--- config.mk ---
export PLATFORM = sky130hd
export DESIGN_NAME = adder_serial_param
export DESIGN_NICKNAME = d
export VERILOG_FILES = /design/src/rtl/adder_serial_param.sv
export SDC_FILE = /design/constraint.sdc
export NUM_CORES = 1
export LEC_CHECK = 0
export CAP_MARGIN = 20
export CORE_ASPECT_RATIO = 1.5
export CORE_MARGIN = 2
export CORE_UTILIZATION = 51
export CTS_CLUSTER_DIAMETER = 30
export DETAILED_ROUTE_END_ITERATION = 16
export DONT_BUFFER_PORTS = 1
export HOLD_SLACK_MARGIN = 0.03
export PLACE_DENSITY = 0.66
export SETUP_SLACK_MARGIN = 0.4
export SLEW_MARGIN = 20
export SYNTH_ARGS = -nofsm -noshare
export SYNTH_HDL_FRONTEND = slang
export SYNTH_SLANG_ARGS = --single-unit
--- constraint.sdc ---
create_clock -name clk -period 7.9 [get_ports clk]
set_input_delay 1.58 -clock clk [delete_from_list [all_inputs] [get_ports clk]]
set_output_delay 1.58 -clock clk [all_outputs]
set_load 0.05 [all_outputs]
--- src/rtl/adder_serial_param.sv ---
// Chunk-serial adder: WIDTH-bit a + b + carry-in, CHUNK bits per clock, valid/ready on both sides.
// Define ADDER_SERIAL_SUB_EN to add the resta input (a - b computed as a + ~b + 1).
module adder_serial_param #(
  parameter int WIDTH = 16,
  parameter int CHUNK = 4
) (
  input  logic             clk,
  input  logic             rst_n,
  input  logic             ent_valido,
  output logic             ent_listo,
  input  logic [WIDTH-1:0] a,
  input  logic [WIDTH-1:0] b,
  input  logic             entAcarreo,
`ifdef ADDER_SERIAL_SUB_EN
  input  logic             resta,
`endif
  output logic             sal_valido,
  input  logic             sal_listo,
  output logic [WIDTH-1:0] sum,
  output logic             salAcarreo,
  output logic             desbordamiento,
  output logic             ocupado
);
  localparam int NCHUNK = WIDTH / CHUNK;
  localparam int IDXW   = (NCHUNK > 1) ? $clog2(NCHUNK) : 1;
  localparam logic [IDXW-1:0] LAST_IDX = IDXW'(NCHUNK - 1);

  if ((CHUNK < 1) || (CHUNK > WIDTH) || ((WIDTH % CHUNK) != 0)) begin : g_bad_params
    $error("adder_serial_param: WIDTH must be a multiple of CHUNK, 1 <= CHUNK <= WIDTH");
  end

  typedef enum logic [1:0] {IDLE, SUMA, LISTO} state_t;

  state_t           state_q, state_d;
  logic [WIDTH-1:0] a_q, a_d;
  logic [WIDTH-1:0] b_q, b_d;
  logic [WIDTH-1:0] sum_q, sum_d;
  logic [IDXW-1:0]  idx_q, idx_d;
  logic             carry_q, carry_d;
  logic             cout_q, cout_d;
  logic             ovf_q, ovf_d;

  logic [CHUNK-1:0] a_ch, b_ch;
  logic [CHUNK:0]   ch_res;
  logic             b_inv, cin_eff;

  // Subtraction folds into the adder: invert b at capture and force the carry-in.
`ifdef ADDER_SERIAL_SUB_EN
  assign b_inv   = resta;
  assign cin_eff = resta ? 1'b1 : entAcarreo;
`else
  assign b_inv   = 1'b0;
  assign cin_eff = entAcarreo;
`endif

  always_comb begin
    a_ch = '0;
    b_ch = '0;
    for (int i = 0; i < NCHUNK; i++) begin
      if (idx_q == IDXW'(i)) begin
        a_ch = a_q[i*CHUNK +: CHUNK];
        b_ch = b_q[i*CHUNK +: CHUNK];
      end
    end
    ch_res = {1'b0, a_ch} + {1'b0, b_ch} + {{CHUNK{1'b0}}, carry_q};
  end

  always_comb begin
    state_d = state_q;
    a_d     = a_q;
    b_d     = b_q;
    sum_d   = sum_q;
    idx_d   = idx_q;
    carry_d = carry_q;
    cout_d  = cout_q;
    ovf_d   = ovf_q;
    case (state_q)
      IDLE: begin
        if (ent_valido) begin
          a_d     = a;
          b_d     = b ^ {WIDTH{b_inv}};
          carry_d = cin_eff;
          idx_d   = '0;
          state_d = SUMA;
        end
      end
      SUMA: begin
        for (int i = 0; i < NCHUNK; i++) begin
          if (idx_q == IDXW'(i)) sum_d[i*CHUNK +: CHUNK] = ch_res[CHUNK-1:0];
        end
        carry_d = ch_res[CHUNK];
        idx_d   = idx_q + IDXW'(1);
        if (idx_q == LAST_IDX) begin
          // Carry into the MSB is recovered from the MSB sum bit and its operands.
          cout_d  = ch_res[CHUNK];
          ovf_d   = (a_ch[CHUNK-1] ^ b_ch[CHUNK-1] ^ ch_res[CHUNK-1]) ^ ch_res[CHUNK];
          idx_d   = '0;
          state_d = LISTO;
        end
      end
      LISTO: begin
        if (sal_listo) state_d = IDLE;
      end
      default: state_d = IDLE;
    endcase
  end

  always_ff @(posedge clk or negedge rst_n) begin
    if (!rst_n) begin
      state_q <= IDLE;
      a_q     <= '0;
      b_q     <= '0;
      sum_q   <= '0;
      idx_q   <= '0;
      carry_q <= 1'b0;
      cout_q  <= 1'b0;
      ovf_q   <= 1'b0;
    end else begin
      state_q <= state_d;
      a_q     <= a_d;
      b_q     <= b_d;
      sum_q   <= sum_d;
      idx_q   <= idx_d;
      carry_q <= carry_d;
      cout_q  <= cout_d;
      ovf_q   <= ovf_d;
    end
  end

  assign ent_listo      = (state_q == IDLE);
  assign sal_valido     = (state_q == LISTO);
  assign ocupado        = (state_q != IDLE);
  assign sum            = sum_q;
  assign salAcarreo     = cout_q;
  assign desbordamiento = ovf_q;

endmodule

==> summary.md, run 1 <==
| Metric | Value |
|---|---|
| Post-DP Area | `2570 um^2` |
| Root Buffer | `clkbuf_8` |
| GP Congestion | `roughly 0.78` |
| Share of cells above drive strength 1 | `between 10 and 15%` |
| Final period utilization | `a little under half` |
| Yosys reg bits | `between 50 and 60` |
| Largest net degree at the start of global routing | `56` |
| Hpwl dp | `~3500 um` |
| Tmin final | `about 3600 ps` |
| Post-DRT Antenna Nets | `0` |
| Met3 routed wirelength | `244 um` |
| Die Y | `just over 90 um` |
| Final-report setup violation count | `0` |
| CTS tree | `yes` |
| CTS sink cnt | `55` |
| IO Pins | `58` |
| Yosys Warn Count | `0` |
| Starting Density | `between 50% and 60%` |
| N_diodes | `0` |
| Worst Path Required | `about 6300 ps` |
| Max Transition Viols Final | `0` |
| Syn Area/Cell | `between 10 and 15 um^2` |
| Syn-to-layout area delta | `5.66%` |
| Crit path kind | `reg2out` |
| DRC | `0` |
| Chip width | `slightly above 60 um` |
| Cts hold-fix bufs | `0` |
| Worst R2R Setup Slack | `4700 ps` |
| Final Cell Area | `2690 um^2` |
| Syn Std Cell Area | `approximately 2500 um^2` |
| Synthesized instance count | `between 200 and 250` |
| Crit path to | `ocupado` |
| Wire per inst | `about 15 um` |
| Setup TNS | `0 ps` |
| Synth unique cells | `28` |
| Fmax | `0.280 GHz` |
| Mapped Nets | `294` |
| Startpoint types | `register` |
| Die footprint | `about 5600 um^2` |
| Initial antenna violation count | `0` |
| Worst-Margin Slew | `between 900 and 1000 ps` |
| Post-route setup slack | `approximately 4300 ps` |
| Worst Path Max Fanout | `5` |
| TritonCTS buffer count | `5` |
| MaxCap Viol Count | `0` |
| Nets | `~290` |
| First-pass GRT wire length | `approximately 7900 um` |
| Critical path capture point type | `primary output` |
| # rows | `31` |
| Register area share after synthesis | `between 50% and 60%` |
| R2r worst-path depth | `13` |
| Core box area | `slightly below 5000 um^2` |
| H-tree depth | `2` |
| DR top layer | `met4` |
| Total wire length | `~4800 um` |
| Clk_lat worst skew | `approximately 300 ps` |
| Fillers | `472` |
| Clock-pin slew on the worst setup and hold paths | `around 90 ps` |
| Total track usage | `a little under a fifth` |
| Vias per cell | `between 5 and 6` |
| Vias | `approximately 1600` |
| Clock Path Buffers | `2` |
| Slew Limit Headroom | `roughly 35%` |
| RR Startpoint | `idx_q[1]` |
| Reg2reg end | `desbordamiento` |
| Port Buf Inserts | `0` |
| Starting DRT DRC Count | `64` |
| GRT overflow | `0` |
| Metal-1 WL | `2010 um` |
| Postcts setup bufs | `0` |
| WL met2 | `about 2500 um` |
| Arr. time, crit path | `1990 ps` |
| Unrepaired setup endpoints after global routing | `false` |
| Worst min-delay path category | `reg2reg` |
| Dpl ws | `4660 ps` |
| Critical path launch point | `state_q[0]` |
| Status | `completed` |
| 1st-pass router iterations | `4` |
| Number of global-route vias before repair | `between 1500 and 2000` |
| Clock skew | `~2.7 ps` |
| Hold Fails Final Rpt | `0` |
| Post-CTS sizing | `0` |
## critical path, cell delays in order, from the launching register on
cell and delay (ps):
dfrtp_1 440, nor2_1 770, inv_1 480
## how the worst min path moves through the flow
stage | from | to | slack [ps] | depth (start not counted)
final | a_q[15] | a_q[15] | 490 | 2
after global routing | a_q[14] | a_q[14] | 520 | 2
after CTS | a_q[11] | a_q[11] | 490 | 2
after detailed placement | a_q[11] | a_q[11] | 470 | 2
after global placement | a_q[11] | a_q[11] | 460 | 2
after floorplan | a_q[15] | a_q[15] | 450 | 2
## per-stage QoR
| step | utilization, % | cells | hold WS [ps] |
|---|---|---|---|
| 6_report | 55.8 | 313 | 491 |
| 3_3_place_gp | 53.4 | 305 | 459 |
| 5_1_grt | 55.8 | 313 | 517 |
| 2_1_floorplan | - | 248 | 446 |
| 4_1_cts | 55.8 | 313 | 494 |
| 3_5_place_dp | 53.4 | 305 | 470 |
## cells by family (layout without fill, tap and decap cells)
| group | Yosys count | count (layout) | synth area share [%] |
|---|---|---|---|
| adders and majority gates | 9 | 9 | 5.02 |
| xor gates and xnor gates | 3 | 3 | 1.03 |
| AOI/OAI and AO/OA | 44 | 44 | 10.0 |
| DFF | 55 | 55 | 54.2 |
| buffers and inverters | 16 | 15 | 3.40 |
| and+or+nand+nor | 103 | 103 | 18.4 |
| muxes | 18 | 18 | 7.98 |
## sequential cells by signal, indices dropped and copies added, names as in the netlist
register        cells
a_q                16
b_q                16
carry_q             1
desbordamiento      1
idx_q               2
salAcarreo          1
state_q             2
sum                16
## layout by cell type, fill, tap and decap left out, drive strengths merged, types with 4 or more instances in the layout
cell type	synthesis	routed
ha	7	7
clkbuf	3	6
dfrtp	55	55
mux2	18	18
o31ai	4	4
o21ai	22	22
nand2	86	86
a221oi	4	4
nor2b	6	6
a21oi	12	12
inv	6	6
nand3b	4	4
## area by class of cell
class                      instances  area (um^2)  share of cell area (%)
clock buffer                       6         82.6                    3.08
clock inverter                     2         35.0                    1.30
inverter                           6         22.5                   0.839
multi-input combinational        177         1080                    40.2
sequential                        55         1380                    51.3
tap                               66         82.6                    3.08
timing repair buffer               1         7.51                   0.280
## Yosys cell counts
| library cell | number | area (um^2) |
|---|---|---|
| nand2_1 | 82 | 308 |
| dfrtp_1 | 55 | 1380 |
| mux2_2 | 18 | 203 |
| o21ai_0 | 16 | 80.1 |
| a21oi_1 | 12 | 60.1 |
| ha_1 | 7 | 87.6 |
| inv_1 | 6 | 22.5 |
| nor2b_1 | 6 | 37.5 |
| o21ai_1 | 6 | 30.0 |
| a221oi_1 | 4 | 35.0 |
| nand3b_1 | 4 | 30.0 |
| o31ai_1 | 4 | 30.0 |
| buf_2 | 3 | 15.0 |
| clkbuf_1 | 3 | 11.3 |
| nand2_4 | 3 | 33.8 |
| buf_4 | 2 | 15.0 |
| buf_6 | 2 | 22.5 |
| fa_1 | 2 | 40.0 |
| nand2b_1 | 2 | 12.5 |
| nor3_1 | 2 | 10.0 |
| xnor2_1 | 2 | 17.5 |
| a21o_1 | 1 | 7.51 |
| a22oi_2 | 1 | 12.5 |
| nand2_2 | 1 | 6.26 |
| nor2_1 | 1 | 3.75 |
| nor2_2 | 1 | 6.26 |
| nor3b_4 | 1 | 18.8 |
| xor2_1 | 1 | 8.76 |
## layer usage
| metal | GRT usage [%] | vias up |
|---|---|---|
| met5 | 0 | - |
| met4 | 4.79 | 0 |
| met3 | 4.15 | 5 |
| met2 | 30.1 | 41 |
| met1 | 25.4 | 787 |
| li1 | - | 812 |
Power of run 1 is not shown: default switching activity piles up to over one toggle a cycle in this logic, so the estimate is an artifact.
==> run 2: changes to the inputs <==
PLACE_DENSITY = 0.69   (was 0.66)
clock period = 2.95 ns   (was 7.9 ns; I/O delays follow)
==> run 2 against run 1 <==
Against the previous run: wire length increased by 6.0%; register-to-register slack got worse by 4300 ps; clock skew increased by 8.0 ps.
==> summary.md, run 2 (synthesized netlist as in run 1, its figures left out) <==
| Metric | Value |
|---|---|
| Worst-Margin Slew | `860 ps (-105 ps)` |
| R2r worst-path depth | `12 (-1)` |
| Arr. time, crit path | `2790 ps (+800 ps)` |
| Max Transition Viols Final | `0 (unchanged)` |
| Hpwl dp | `3630 um (+2.3%)` |
| Largest net degree at the start of global routing | `56 (unchanged)` |
| Critical path buffers and inverters | `2 (+1)` |
| Clock-pin slew on the worst setup and hold paths | `100 ps (about the same)` |
| Worst Path Required | `3150 ps (-3170 ps)` |
| Commonest non-fill, non-tap cell in the layout | `nand2_1` |
| Starting DRT DRC Count | `80 (+25%)` |
| RR Startpoint | `idx_q[0]` |
| N_diodes | `0 (unchanged)` |
| Chip width | `61.6 um (unchanged)` |
| Dpl ws | `188 ps (-4470 ps)` |
| Startpoint types | `register` |
| Critical path capture point type | `register` |
| Nets | `309 (+5.8%)` |
| Crit path cell chain | `ha_4, buf_6, a221oi_2, nor3_1, a21oi_1, fa_2, inv_2, fa_2, a21o_1, a21oi_2, xor2_1, o21ai_1` |
| Status | `completed` |
| DRC | `0 (unchanged)` |
| Worst Path Max Fanout | `5 (unchanged)` |
| Reg2reg end | `desbordamiento` |
| Post-DRT Antenna Nets | `0 (unchanged)` |
| Root Buffer | `clkbuf_8` |
| Setup TNS | `0 ps (unchanged)` |
| Hold Fails Final Rpt | `0 (unchanged)` |
| Final Cell Area | `2930 um^2 (+8.9%)` |
| Slowest cell on the critical path | `dfrtp_2` |
| Crit-path most repeated cell | `fa_2` |
| Clk_lat worst skew | `310 ps (about the same)` |
| Vias per cell | `5.25 (-0.14%)` |
| Slew Limit Headroom | `42.6% (+7.2 points)` |
| Fin util | `60.8% (+5.0 points)` |
| Share of cells above drive strength 1 | `26.1% (+12 points)` |
| Total wire length | `5100 um (+6.0%)` |
| Core box area | `4810 um^2 (unchanged)` |
| Initial antenna violation count | `0 (unchanged)` |
| Starting Density | `52.8% (unchanged)` |
| Die footprint | `5580 um^2 (unchanged)` |
| Worst min-delay path category | `in2async` |
| Crit path kind | `reg2reg` |
| CTS tree | `yes` |
| H-tree depth | `2 (unchanged)` |
| Worst R2R Setup Slack | `360 ps (-4340 ps)` |
| IO Pins | `58 (unchanged)` |
| Final period utilization | `around 88%` |
| GRT overflow | `0 (unchanged)` |
| Most frequent cells in the layout | `nand2_1, dfrtp_1, mux2_2, o21ai_0, buf_4` |
| Fmax | `around 0.39 GHz` |
| Clock Path Buffers | `2 (unchanged)` |
| Post-DP Area | `2650 um^2 (+3.2%)` |
| Wire per inst | `15.4 um (+0.57%)` |
| Fillers | `440 (-6.8%)` |
| Port Buf Inserts | `0 (unchanged)` |
| Total track usage | `19.7% (+0.89 points)` |
| Vias | `1732 (+5.3%)` |
| Clock skew | `10.8 ps (+8.05 ps)` |
| Post-route setup slack | `356 ps (-3970 ps)` |
| First-pass GRT wire length | `8260 um (+4.1%)` |
| Unrepaired setup endpoints after global routing | `true` |
| Slowest stage delay, CP | `460 ps (-310 ps)` |
| GP Congestion | `0.801 (+3.2%)` |
| MaxCap Viol Count | `0 (unchanged)` |
| Number of global-route vias before repair | `1756 (+7.5%)` |
| Die Y | `90.5 um (unchanged)` |
| CTS sink cnt | `55 (unchanged)` |
| 1st-pass router iterations | `5 (+1)` |
| # rows | `31 (unchanged)` |
| Final-report setup violation count | `0 (unchanged)` |
| TritonCTS buffer count | `5 (unchanged)` |
| Syn-to-layout area delta | `15.1%` |
| Tmin final | `~2600 ps` |
| Top delay family on crit path | `compound AO/OA/AOI/OAI gates` |
[run 2: cell count changes in the layout (fill, tap and decap cells not counted), sizes merged]
cell and change:
buf +16, clkbuf +1
[run 2: worst max-delay path by stage]
stage / slack, ps / from / cells after the start / endpoint
floorplan: 410 / idx_q[1] / 13 / desbordamiento
global placement: 290 / idx_q[1] / 13 / desbordamiento
detailed placement: 190 / idx_q[1] / 13 / desbordamiento
CTS: 350 / idx_q[0] / 12 / desbordamiento
global route: 220 / idx_q[0] / 13 / desbordamiento
finish: 360 / idx_q[0] / 12 / desbordamiento
[run 2: per-layer routing]
metal	vias up	GRT usage, %	routed length [um]
met4	0	5.32	64
met2	43	31.8	2650
met3	5	5.44	247
met5	-	0	0
met1	835	25.4	2130
li1	849	-	-
[run 2: area by class of cell]
cell class                 instances  area [um^2]  share of cell area, %
timing repair buffer              18          156                   5.35
clock buffer                       6         82.6                   2.82
inverter                           6         22.5                  0.770
clock inverter                     2         35.0                   1.20
tap                               66         82.6                   2.82
multi-input combinational        177         1170                   39.9
sequential                        55         1380                   47.1
[run 2: what timing repair did]
action                                  in CTS  in global routing
endpoints found under the hold margin       55                  0
pin swaps                                    5                  4
endpoints found under the setup margin      15                 15
setup buffers                                7                  2
cloned                                       0                  0
hold buffers                                 1                  0
resized for setup                           11                  4
[run 2: through the flow]
step | hold WS (ps) | cells
after floorplan | 294 | 248
after global placement | 296 | 312
after detailed placement | 296 | 312
after CTS | 141 | 328
after global routing | 135 | 330
final | 131 | 330
Power of run 2 is left out for the same reason.
